--- config.mk ---
export PLATFORM = sky130hd
export DESIGN_NAME = memory_port_arbiter_flat
export DESIGN_NICKNAME = d
export VERILOG_FILES = /design/src/rtl/memory_port_arbiter_if.sv /design/src/rtl/memory_port_arbiter.sv /design/src/flat_wrapper.sv
export SDC_FILE = /design/constraint.sdc
export NUM_CORES = 1
export LEC_CHECK = 0
export CAP_MARGIN = 20
export CORE_AREA = 2 2 122 124
export DETAILED_ROUTE_END_ITERATION = 6
export DIE_AREA = 0 0 124 126
export PLACE_DENSITY = 0.54
export SETUP_SLACK_MARGIN = 0.15
export SLEW_MARGIN = 15
export SYNTH_ARGS = -nofsm -noshare
export SYNTH_HDL_FRONTEND = slang
export SYNTH_SLANG_ARGS = --single-unit
--- constraint.sdc ---
create_clock -name i_clkin -period 3.3 [get_ports i_clkin]
set_input_delay 0.495 -clock i_clkin [delete_from_list [all_inputs] [get_ports i_clkin]]
set_output_delay 0.495 -clock i_clkin [all_outputs]
set_load 0.1 [all_outputs]
--- src/rtl/memory_port_arbiter_if.sv ---
// Request/response bundle for one SRAM-style port: request fields toward the slave, stall and in-order
// read return back to the master.
interface memory_port_arbiter_if;
    logic        transfer_request;
    logic [31:0] address;
    logic        wren;
    logic [31:0] wrdata;
    logic [3:0]  wrmask;
    logic        wait_request;
    logic        read_data_valid;
    logic [31:0] read_data;

    modport master (
        output transfer_request, address, wren, wrdata, wrmask,
        input  wait_request, read_data_valid, read_data
    );

    modport slave (
        input  transfer_request, address, wren, wrdata, wrmask,
        output wait_request, read_data_valid, read_data
    );
endinterface

--- src/rtl/memory_port_arbiter.sv ---
// Two-requester arbiter (A = fetch, B = load/store) onto one memory port, with a tag FIFO routing
// in-order read returns. Optional macro ARB_ROUND_ROBIN_EN swaps fixed A-priority for round robin.
module memory_port_arbiter #(
    parameter int TAG_DEPTH = 4,
    parameter int TAG_AW    = 2
) (
    input  logic                   i_clkin,
    input  logic                   i_rst_n,
    memory_port_arbiter_if.slave   if_a,
    memory_port_arbiter_if.slave   if_b,
    memory_port_arbiter_if.master  if_m,
    output logic                   o_tag_error
);

    logic [TAG_AW:0]    r_wr_ptr;
    logic [TAG_AW:0]    r_rd_ptr;
    logic [TAG_DEPTH-1:0] r_tags;
    logic               r_tag_error;

    logic w_empty;
    logic w_full;
    logic w_blocked_a;
    logic w_blocked_b;
    logic w_elig_a;
    logic w_elig_b;
    logic w_grant_a;
    logic w_grant_b;
    logic w_wait_a;
    logic w_wait_b;
    logic w_accept_a;
    logic w_accept_b;
    logic w_push;
    logic w_pop;
    logic w_head;

    assign w_empty = (r_wr_ptr == r_rd_ptr);
    assign w_full  = (r_wr_ptr[TAG_AW] != r_rd_ptr[TAG_AW]) &&
                     (r_wr_ptr[TAG_AW-1:0] == r_rd_ptr[TAG_AW-1:0]);

    // Only reads need a tag slot; writes pass even when the FIFO is full.
    assign w_blocked_a = ~if_a.wren & w_full;
    assign w_blocked_b = ~if_b.wren & w_full;
    assign w_elig_a    = if_a.transfer_request & ~w_blocked_a;
    assign w_elig_b    = if_b.transfer_request & ~w_blocked_b;

`ifdef ARB_ROUND_ROBIN_EN
    logic r_rr_last;
    assign w_grant_b = w_elig_b & (~w_elig_a | ~r_rr_last);
`else
    assign w_grant_b = w_elig_b & ~w_elig_a;
`endif
    // A holds the grant whenever B does not, so an idle port mirrors A's fields.
    assign w_grant_a = ~w_grant_b;

    assign w_wait_a   = ~w_grant_a | if_m.wait_request | w_blocked_a;
    assign w_wait_b   = ~w_grant_b | if_m.wait_request | w_blocked_b;
    assign w_accept_a = if_a.transfer_request & ~w_wait_a;
    assign w_accept_b = if_b.transfer_request & ~w_wait_b;

    assign w_push = (w_accept_a & ~if_a.wren) | (w_accept_b & ~if_b.wren);
    assign w_pop  = if_m.read_data_valid & ~w_empty;
    assign w_head = r_tags[r_rd_ptr[TAG_AW-1:0]];

    assign if_m.transfer_request = w_elig_a | w_elig_b;
    assign if_m.address          = w_grant_b ? if_b.address : if_a.address;
    assign if_m.wren             = w_grant_b ? if_b.wren    : if_a.wren;
    assign if_m.wrdata           = w_grant_b ? if_b.wrdata  : if_a.wrdata;
    assign if_m.wrmask           = w_grant_b ? if_b.wrmask  : if_a.wrmask;

    assign if_a.wait_request    = w_wait_a;
    assign if_b.wait_request    = w_wait_b;
    assign if_a.read_data_valid = w_pop & ~w_head;
    assign if_b.read_data_valid = w_pop & w_head;
    assign if_a.read_data       = if_m.read_data;
    assign if_b.read_data       = if_m.read_data;

    assign o_tag_error = r_tag_error;

    always_ff @(posedge i_clkin or negedge i_rst_n) begin
        if (!i_rst_n) begin
            r_wr_ptr    <= '0;
            r_rd_ptr    <= '0;
            r_tags      <= '0;
            r_tag_error <= 1'b0;
        end else begin
            if (w_push) begin
                r_tags[r_wr_ptr[TAG_AW-1:0]] <= w_grant_b;
                r_wr_ptr <= r_wr_ptr + (TAG_AW+1)'(1);
            end
            if (w_pop) begin
                r_rd_ptr <= r_rd_ptr + (TAG_AW+1)'(1);
            end
            // A return with nothing outstanding has no owner; flag it and leave the pointers alone.
            if (if_m.read_data_valid && w_empty) begin
                r_tag_error <= 1'b1;
            end
        end
    end

`ifdef ARB_ROUND_ROBIN_EN
    always_ff @(posedge i_clkin or negedge i_rst_n) begin
        if (!i_rst_n) begin
            r_rr_last <= 1'b1;
        end else if (w_accept_a) begin
            r_rr_last <= 1'b0;
        end else if (w_accept_b) begin
            r_rr_last <= 1'b1;
        end
    end
`endif

endmodule

--- src/flat_wrapper.sv ---
// flat-port wrapper written by rule: the top's interface ports become plain ports
module memory_port_arbiter_flat 
#(
    parameter int TAG_DEPTH = 4,
    parameter int TAG_AW    = 2
)
  (i_clkin, i_rst_n, o_tag_error, if_a_transfer_request, if_a_address, if_a_wren, if_a_wrdata, if_a_wrmask, if_a_wait_request, if_a_read_data_valid, if_a_read_data, if_b_transfer_request, if_b_address, if_b_wren, if_b_wrdata, if_b_wrmask, if_b_wait_request, if_b_read_data_valid, if_b_read_data, if_m_transfer_request, if_m_address, if_m_wren, if_m_wrdata, if_m_wrmask, if_m_wait_request, if_m_read_data_valid, if_m_read_data);
  memory_port_arbiter_if if_a_i ();
  memory_port_arbiter_if if_b_i ();
  memory_port_arbiter_if if_m_i ();
  input  logic i_clkin;
  input  logic i_rst_n;
  output logic o_tag_error;
  input wire logic [$bits(if_a_i.transfer_request)-1:0] if_a_transfer_request;
  input wire logic [$bits(if_a_i.address)-1:0] if_a_address;
  input wire logic [$bits(if_a_i.wren)-1:0] if_a_wren;
  input wire logic [$bits(if_a_i.wrdata)-1:0] if_a_wrdata;
  input wire logic [$bits(if_a_i.wrmask)-1:0] if_a_wrmask;
  output wire logic [$bits(if_a_i.wait_request)-1:0] if_a_wait_request;
  output wire logic [$bits(if_a_i.read_data_valid)-1:0] if_a_read_data_valid;
  output wire logic [$bits(if_a_i.read_data)-1:0] if_a_read_data;
  input wire logic [$bits(if_b_i.transfer_request)-1:0] if_b_transfer_request;
  input wire logic [$bits(if_b_i.address)-1:0] if_b_address;
  input wire logic [$bits(if_b_i.wren)-1:0] if_b_wren;
  input wire logic [$bits(if_b_i.wrdata)-1:0] if_b_wrdata;
  input wire logic [$bits(if_b_i.wrmask)-1:0] if_b_wrmask;
  output wire logic [$bits(if_b_i.wait_request)-1:0] if_b_wait_request;
  output wire logic [$bits(if_b_i.read_data_valid)-1:0] if_b_read_data_valid;
  output wire logic [$bits(if_b_i.read_data)-1:0] if_b_read_data;
  output wire logic [$bits(if_m_i.transfer_request)-1:0] if_m_transfer_request;
  output wire logic [$bits(if_m_i.address)-1:0] if_m_address;
  output wire logic [$bits(if_m_i.wren)-1:0] if_m_wren;
  output wire logic [$bits(if_m_i.wrdata)-1:0] if_m_wrdata;
  output wire logic [$bits(if_m_i.wrmask)-1:0] if_m_wrmask;
  input wire logic [$bits(if_m_i.wait_request)-1:0] if_m_wait_request;
  input wire logic [$bits(if_m_i.read_data_valid)-1:0] if_m_read_data_valid;
  input wire logic [$bits(if_m_i.read_data)-1:0] if_m_read_data;
  assign if_a_i.transfer_request = if_a_transfer_request;
  assign if_a_i.address = if_a_address;
  assign if_a_i.wren = if_a_wren;
  assign if_a_i.wrdata = if_a_wrdata;
  assign if_a_i.wrmask = if_a_wrmask;
  assign if_a_wait_request = if_a_i.wait_request;
  assign if_a_read_data_valid = if_a_i.read_data_valid;
  assign if_a_read_data = if_a_i.read_data;
  assign if_b_i.transfer_request = if_b_transfer_request;
  assign if_b_i.address = if_b_address;
  assign if_b_i.wren = if_b_wren;
  assign if_b_i.wrdata = if_b_wrdata;
  assign if_b_i.wrmask = if_b_wrmask;
  assign if_b_wait_request = if_b_i.wait_request;
  assign if_b_read_data_valid = if_b_i.read_data_valid;
  assign if_b_read_data = if_b_i.read_data;
  assign if_m_transfer_request = if_m_i.transfer_request;
  assign if_m_address = if_m_i.address;
  assign if_m_wren = if_m_i.wren;
  assign if_m_wrdata = if_m_i.wrdata;
  assign if_m_wrmask = if_m_i.wrmask;
  assign if_m_i.wait_request = if_m_wait_request;
  assign if_m_i.read_data_valid = if_m_read_data_valid;
  assign if_m_i.read_data = if_m_read_data;
  memory_port_arbiter #(.TAG_DEPTH(TAG_DEPTH), .TAG_AW(TAG_AW)) u_core (.i_clkin(i_clkin), .i_rst_n(i_rst_n), .if_a(if_a_i), .if_b(if_b_i), .if_m(if_m_i), .o_tag_error(o_tag_error));
endmodule
# After elaboration in Yosys (flattened, before gate mapping)
# Index checks and enable logic that the tools add are counted.
[totals]
register_bits = 11
elab_cells = 52
[classes]
add_sub_neg = 2
magnitude_cmp = 3
n_eq_ne = 3
muxes = 9
bitwise_logic = 28
reduce_logical = 3
[op_table]
columns = ["operator", "count"]
rows = [
  ["32-bit 2-to-1 mux", 2],
  ["1-bit AND", 12],
  ["1-bit inverter", 10],
  ["3-bit by 1-bit adder with 3-bit output (second input constant)", 2],
  ["2-bit by 3-bit < comparator with 1-bit output (second input constant)", 2],
  ["1-bit bitwise OR", 6],
  ["4-bit bitwise mux", 1],
  ["4-bit 2-to-1 mux", 1],
  ["3-bit equality test", 1],
  ["1-bit logical AND", 3],
  ["1-bit 2-to-1 mux", 3],
  ["1-bit binary-select mux with 2-bit select", 1],
  ["1-bit demux with 2-bit select", 1],
  ["2-bit equality test", 1],
  ["2-bit by 1-bit greater-or-equal comparator with 1-bit output (second input constant)", 1],
  ["1-bit inequality test", 1],
]

# Logic depth before layout (Yosys ltp)
[logic_depth]
ltp_word = 14
mapped_depth = 7
mapped_depth_nobuf = 4

# Worst setup path after synthesis
# Ideal clock, no wire load.
[synth_timing]
path_type = "register to output"
from = "register u_core.r_rd_ptr[0]"
to = "output port if_a_wait_request"
arrival_ns = 2.588
required_time_ns = 2.805
slack_ns = 0.217
stages_incl_launch_ff = 5
path_buffers = 1
cell_sequence = "dfrtp_1 xor2_1 or3_1 buf_2 o211ai_1"
[synth_via]
elab_chain_len = 9
[synth_rtl]
columns = ["element", "line_no", "text"]
rows = [
  ["start: declaration", "memory_port_arbiter.sv:16", "logic [TAG_AW:0] r_rd_ptr;"],
  ["start signal: assignment", "memory_port_arbiter.sv:91", "r_rd_ptr <= r_rd_ptr + (TAG_AW+1)'(1);"],
  ["2-bit equality test *", "memory_port_arbiter.sv:38", "(r_wr_ptr[TAG_AW-1:0] == r_rd_ptr[TAG_AW-1:0]);"],
  ["1-bit logical AND *", "memory_port_arbiter.sv:37", "assign w_full = (r_wr_ptr[TAG_AW] != r_rd_ptr[TAG_AW]) &&"],
  ["1-bit AND", "memory_port_arbiter.sv:41", "assign w_blocked_a = ~if_a.wren & w_full;"],
  ["1-bit inverter", "memory_port_arbiter.sv:43", "assign w_elig_a = if_a.transfer_request & ~w_blocked_a;"],
  ["1-bit AND", "memory_port_arbiter.sv:43", ""],
  ["1-bit inverter", "memory_port_arbiter.sv:50", "assign w_grant_b = w_elig_b & ~w_elig_a;"],
  ["1-bit AND", "memory_port_arbiter.sv:50", ""],
  ["1-bit bitwise OR", "memory_port_arbiter.sv:55", "assign w_wait_a = ~w_grant_a | if_m.wait_request | w_blocked_a;"],
  ["1-bit bitwise OR *", "memory_port_arbiter.sv:55", ""],
  ["end: declaration", "flat_wrapper.sv:19", "output wire logic [$bits(if_a_i.wait_request)-1:0] if_a_wait_request;"],
]
# Every way passes the cells marked *; elsewhere a longest branch is shown, timed or not.

# Worst setup path after layout
[layout_timing]
from = "register u_core.r_rd_ptr[1]"
to = "output port if_m_wrmask[3]"
[layout_via]
elab_chain_len = 8
[layout_rtl]
columns = ["element", "line_no", "text"]
rows = [
  ["2-bit equality test *", "memory_port_arbiter.sv:38", ""],
  ["1-bit logical AND *", "memory_port_arbiter.sv:37", ""],
  ["1-bit AND", "memory_port_arbiter.sv:41", ""],
  ["1-bit inverter", "memory_port_arbiter.sv:43", ""],
  ["1-bit AND", "memory_port_arbiter.sv:43", ""],
  ["1-bit inverter", "memory_port_arbiter.sv:50", ""],
  ["1-bit AND *", "memory_port_arbiter.sv:50", ""],
  ["4-bit 2-to-1 mux *", "memory_port_arbiter.sv:68", "assign if_m.wrmask = w_grant_b ? if_b.wrmask : if_a.wrmask;"],
  ["end: declaration", "flat_wrapper.sv:34", "output wire logic [$bits(if_m_i.wrmask)-1:0] if_m_wrmask;"],
]
# Marked as above.

==> impl_metrics.py <==
metrics = {
    "outcome": {
        "status": "completed",
    },
    "setup_path": {
        "worstPathRequired_ps": 2800,
        "startpoint_type": "flip-flop",
        "end_kind": "output port",
        "worstSetupPathType": "reg -> out",
        "critPathMaxFanout": 40,
        "crit_arrival_ps": 2550,
    },
    "floorplan": {
        "io_pins": 315,
        "rows": 44,
        "core_area_um2": 14310,
        "initial_core_util_pct": 14.33,
        "die_area_um2": 15620,
        "dieWidth_um": 124,
        "die_h_um": 126,
    },
    "cts": {
        "hold_buffers": 0,
        "tritoncts": "built",
        "clk_pin_slew_ps": 40,
        "cts_sinks": 11,
        "clockRootBuffer": "clkbuf_16",
        "numCtsBuffers": 3,
        "htreeDepth": 1,
        "clkLatencyLatePin_ps": 240,
        "cts.path.max_buffers": 2,
        "cts_setup_buffers": 0,
    },
    "logic_synthesis": {
        "synth_area_leaders": "buf_4 (24%), mux2_1 (21%), dfrtp_1 (13%)",
        "synth_top_area_share_pct": 24.16,
        "synth_edf_count": 0,
        "seq_area_frac_synth_pct": 13.42,
        "syn-num-nets": 384,
        "synth_top_cell_by_area": "buf_4",
        "synth_seq_cells": 11,
        "synth_flop_cell": "dfrtp_1",
        "yosysUniqueCellTypes": 31,
        "ys_top_cells_by_count": "buf_4 (66), mux2_1 (39), mux2_2 (21)",
        "yosysMostFrequentCell": "buf_4",
        "yosysWarnings": 0,
        "netlist_instances": 203,
        "syn-cell-area_um2": 2051,
        "synthArstFlopShare_pct": 100.0,
        "avgSynthCellArea_um2": 10.10,
    },
    "finish": {
        "fin_nets": 537,
        "regArea_um2": 275.3,
        "final_layout_size_suffix_gt1_share_pct": 32.96,
        "multiInputGateArea_um2": 1187,
        "fillCellCount": 1429,
        "final_cell_area_um2": 4732,
        "diodes": 0,
        "areaGrowthSynthToFinish_pct": 130.8,
    },
    "power_and_ir_drop": {
        "pwr-share-seq_pct": 8.2,
        "finalPower_uw": 3319,
        "ir_drop_v": 0.0002854,
        "combPwrFrac_pct": 85.2,
        "p_leak_uw": 0.001960,
        "p_switching_uw": 1885,
        "internal_power_uw": 1434,
        "switching_share_pct": 56.79,
        "power_density_nw_per_um2": 701.3,
        "pwr-share-clk_pct": 6.6,
    },
    "route": {
        "vias_per_cell": 3.709,
        "drtAntennaViolNets": 0,
        "num_vias": 1999,
        "drtIter0Drc": 14,
        "drt-total-wl_um": 7942,
        "wl_per_cell_um": 14.73,
        "drc": 0,
        "dr.pass1.iters": 2,
    },
    "run": {
        "cap_violations": 0,
    },
    "grt": {
        "grt_max_degree": 41,
        "grt_usage_pct": 9.454,
        "grt_first_pass_wirelength_um": 11570,
        "antenna_found_initial": 0,
        "grt_pass1_vias": 2212,
        "grt_overflow_total": 0,
    },
    "placement": {
        "port_buffers": 218,
        "place_congestion": 0.8553,
        "post-dp-hpwl_um": 6919,
        "dpl_cell_area_um2": 4636,
    },
    "sta": {
        "hold_viol": 0,
        "timing.final.crit_period_ps": 3040,
        "worst_pin_slew_ps": 628.0,
        "rsz0062_at_grt": "no",
        "fin_crit_sh_pct": 92.13,
        "setup_viol": 0,
        "fmax_mhz": 328.9,
        "slew_viol_final": 0,
        "skew_ps": 1.500,
        "relSlewSlack_pct": 57.78,
        "setup_tns_ps": 0,
    },
    "hold_path": {
        "hold_class": "reg -> reg",
    },
}
==> critical path, cell delays in order, from the launching register on <==
cell	delay, ps
dfrtp_1	420
xor2_1	230
or3_4	480
o211ai_4	240
buf_12	260
mux2_1	420
buf_12	190
==> placed cells by master (no fill, tap or decap), drive strengths merged, types with 2 or more instances in the layout <==
| cell type | synthesis | final |
|---|---|---|
| clkbuf | 0 | 4 |
| buf | 73 | 78 |
| mux2i | 4 | 4 |
| clkdlybuf4s50 | 0 | 143 |
| xor2 | 5 | 5 |
| o21ai | 2 | 2 |
| xnor2 | 3 | 3 |
| o211ai | 2 | 2 |
| nor2 | 2 | 2 |
| ha | 5 | 5 |
| mux2 | 70 | 70 |
| and3 | 4 | 4 |
| nand2b | 2 | 2 |
| inv | 8 | 8 |
| dfrtp | 11 | 11 |
==> flip-flops by register name, summed over array words and instances, names as in the netlist <==
name	cells
u_core.r_tags	4
u_core.r_rd_ptr	3
u_core.r_wr_ptr	3
u_core.o_tag_error	1
==> final timing paths <==
check,end,cells after the start,slack [ps],startpoint
max in group asynchronous,u_core.r_tags[0],1,2370,i_rst_n
min reg2reg,u_core.o_tag_error,1,460,u_core.o_tag_error
min,u_core.o_tag_error,1,460,u_core.o_tag_error
max,if_m_wrmask[3],6,260,u_core.r_rd_ptr[1]
min in group asynchronous,u_core.o_tag_error,1,600,i_rst_n
max reg2reg,u_core.r_rd_ptr[1],4,1420,u_core.r_rd_ptr[0]
==> layer usage <==
metal  wire length, um  GRT usage [%]  part of all wire [%]
met1              2719          9.923                    34
met2              3942          16.74                    50
met3              1109          4.348                    14
met5                 0              0                     0
met4               171          2.776                   2.2
==> per-stage QoR <==
stage | utilization (%) | hold WS (ps) | worst slack (ps) | instances
6_report | 33.06 | 457.8 | 259.6 | 539
3_5_place_dp | 32.39 | 456.0 | 179.3 | 535
5_1_grt | 33.06 | 479.6 | 190.4 | 539
4_1_cts | 33.02 | 464.6 | 130.6 | 539
3_3_place_gp | 32.39 | 446.0 | 209.4 | 535
2_1_floorplan | - | 199.4 | 217.0 | 203
==> kinds of logic (layout without fill, tap and decap cells) <==
kind of cell,count (synthesis),count (layout),synth area share [%]
simple gates,15,15,4.210
buf+inv,81,233,29.35
fa+ha+maj,5,5,3.051
flops,11,11,13.42
mux,75,75,43.32
compound gates,8,8,3.234
xor+xnor,8,8,3.417
==> power groups by stage <==
stage	Combinational [uW]	Sequential, uW	Clock (uW)
2_1_floorplan	2180	287	0
3_3_place_gp	2810	269	0
3_5_place_dp	2830	273	0
4_1_cts	2850	273	222
5_1_grt	2940	284	232
6_report	2830	271	219
==> cell type report <==
class / count / share of cell area, %
well taps: 184 / 4.865
clock buffers: 4 / 1.666
repair buffers: 221 / 61.92
flip-flops and latches: 11 / 5.817
inverters: 8 / 0.6346
multi-input cells: 111 / 25.09
==> what timing repair did <==
action / CTS / global route
resized for setup: 3 / 1
pin swaps: 0 / 0
setup endpoints to repair: 31 / 46
(Power assumes the default switching activity.)
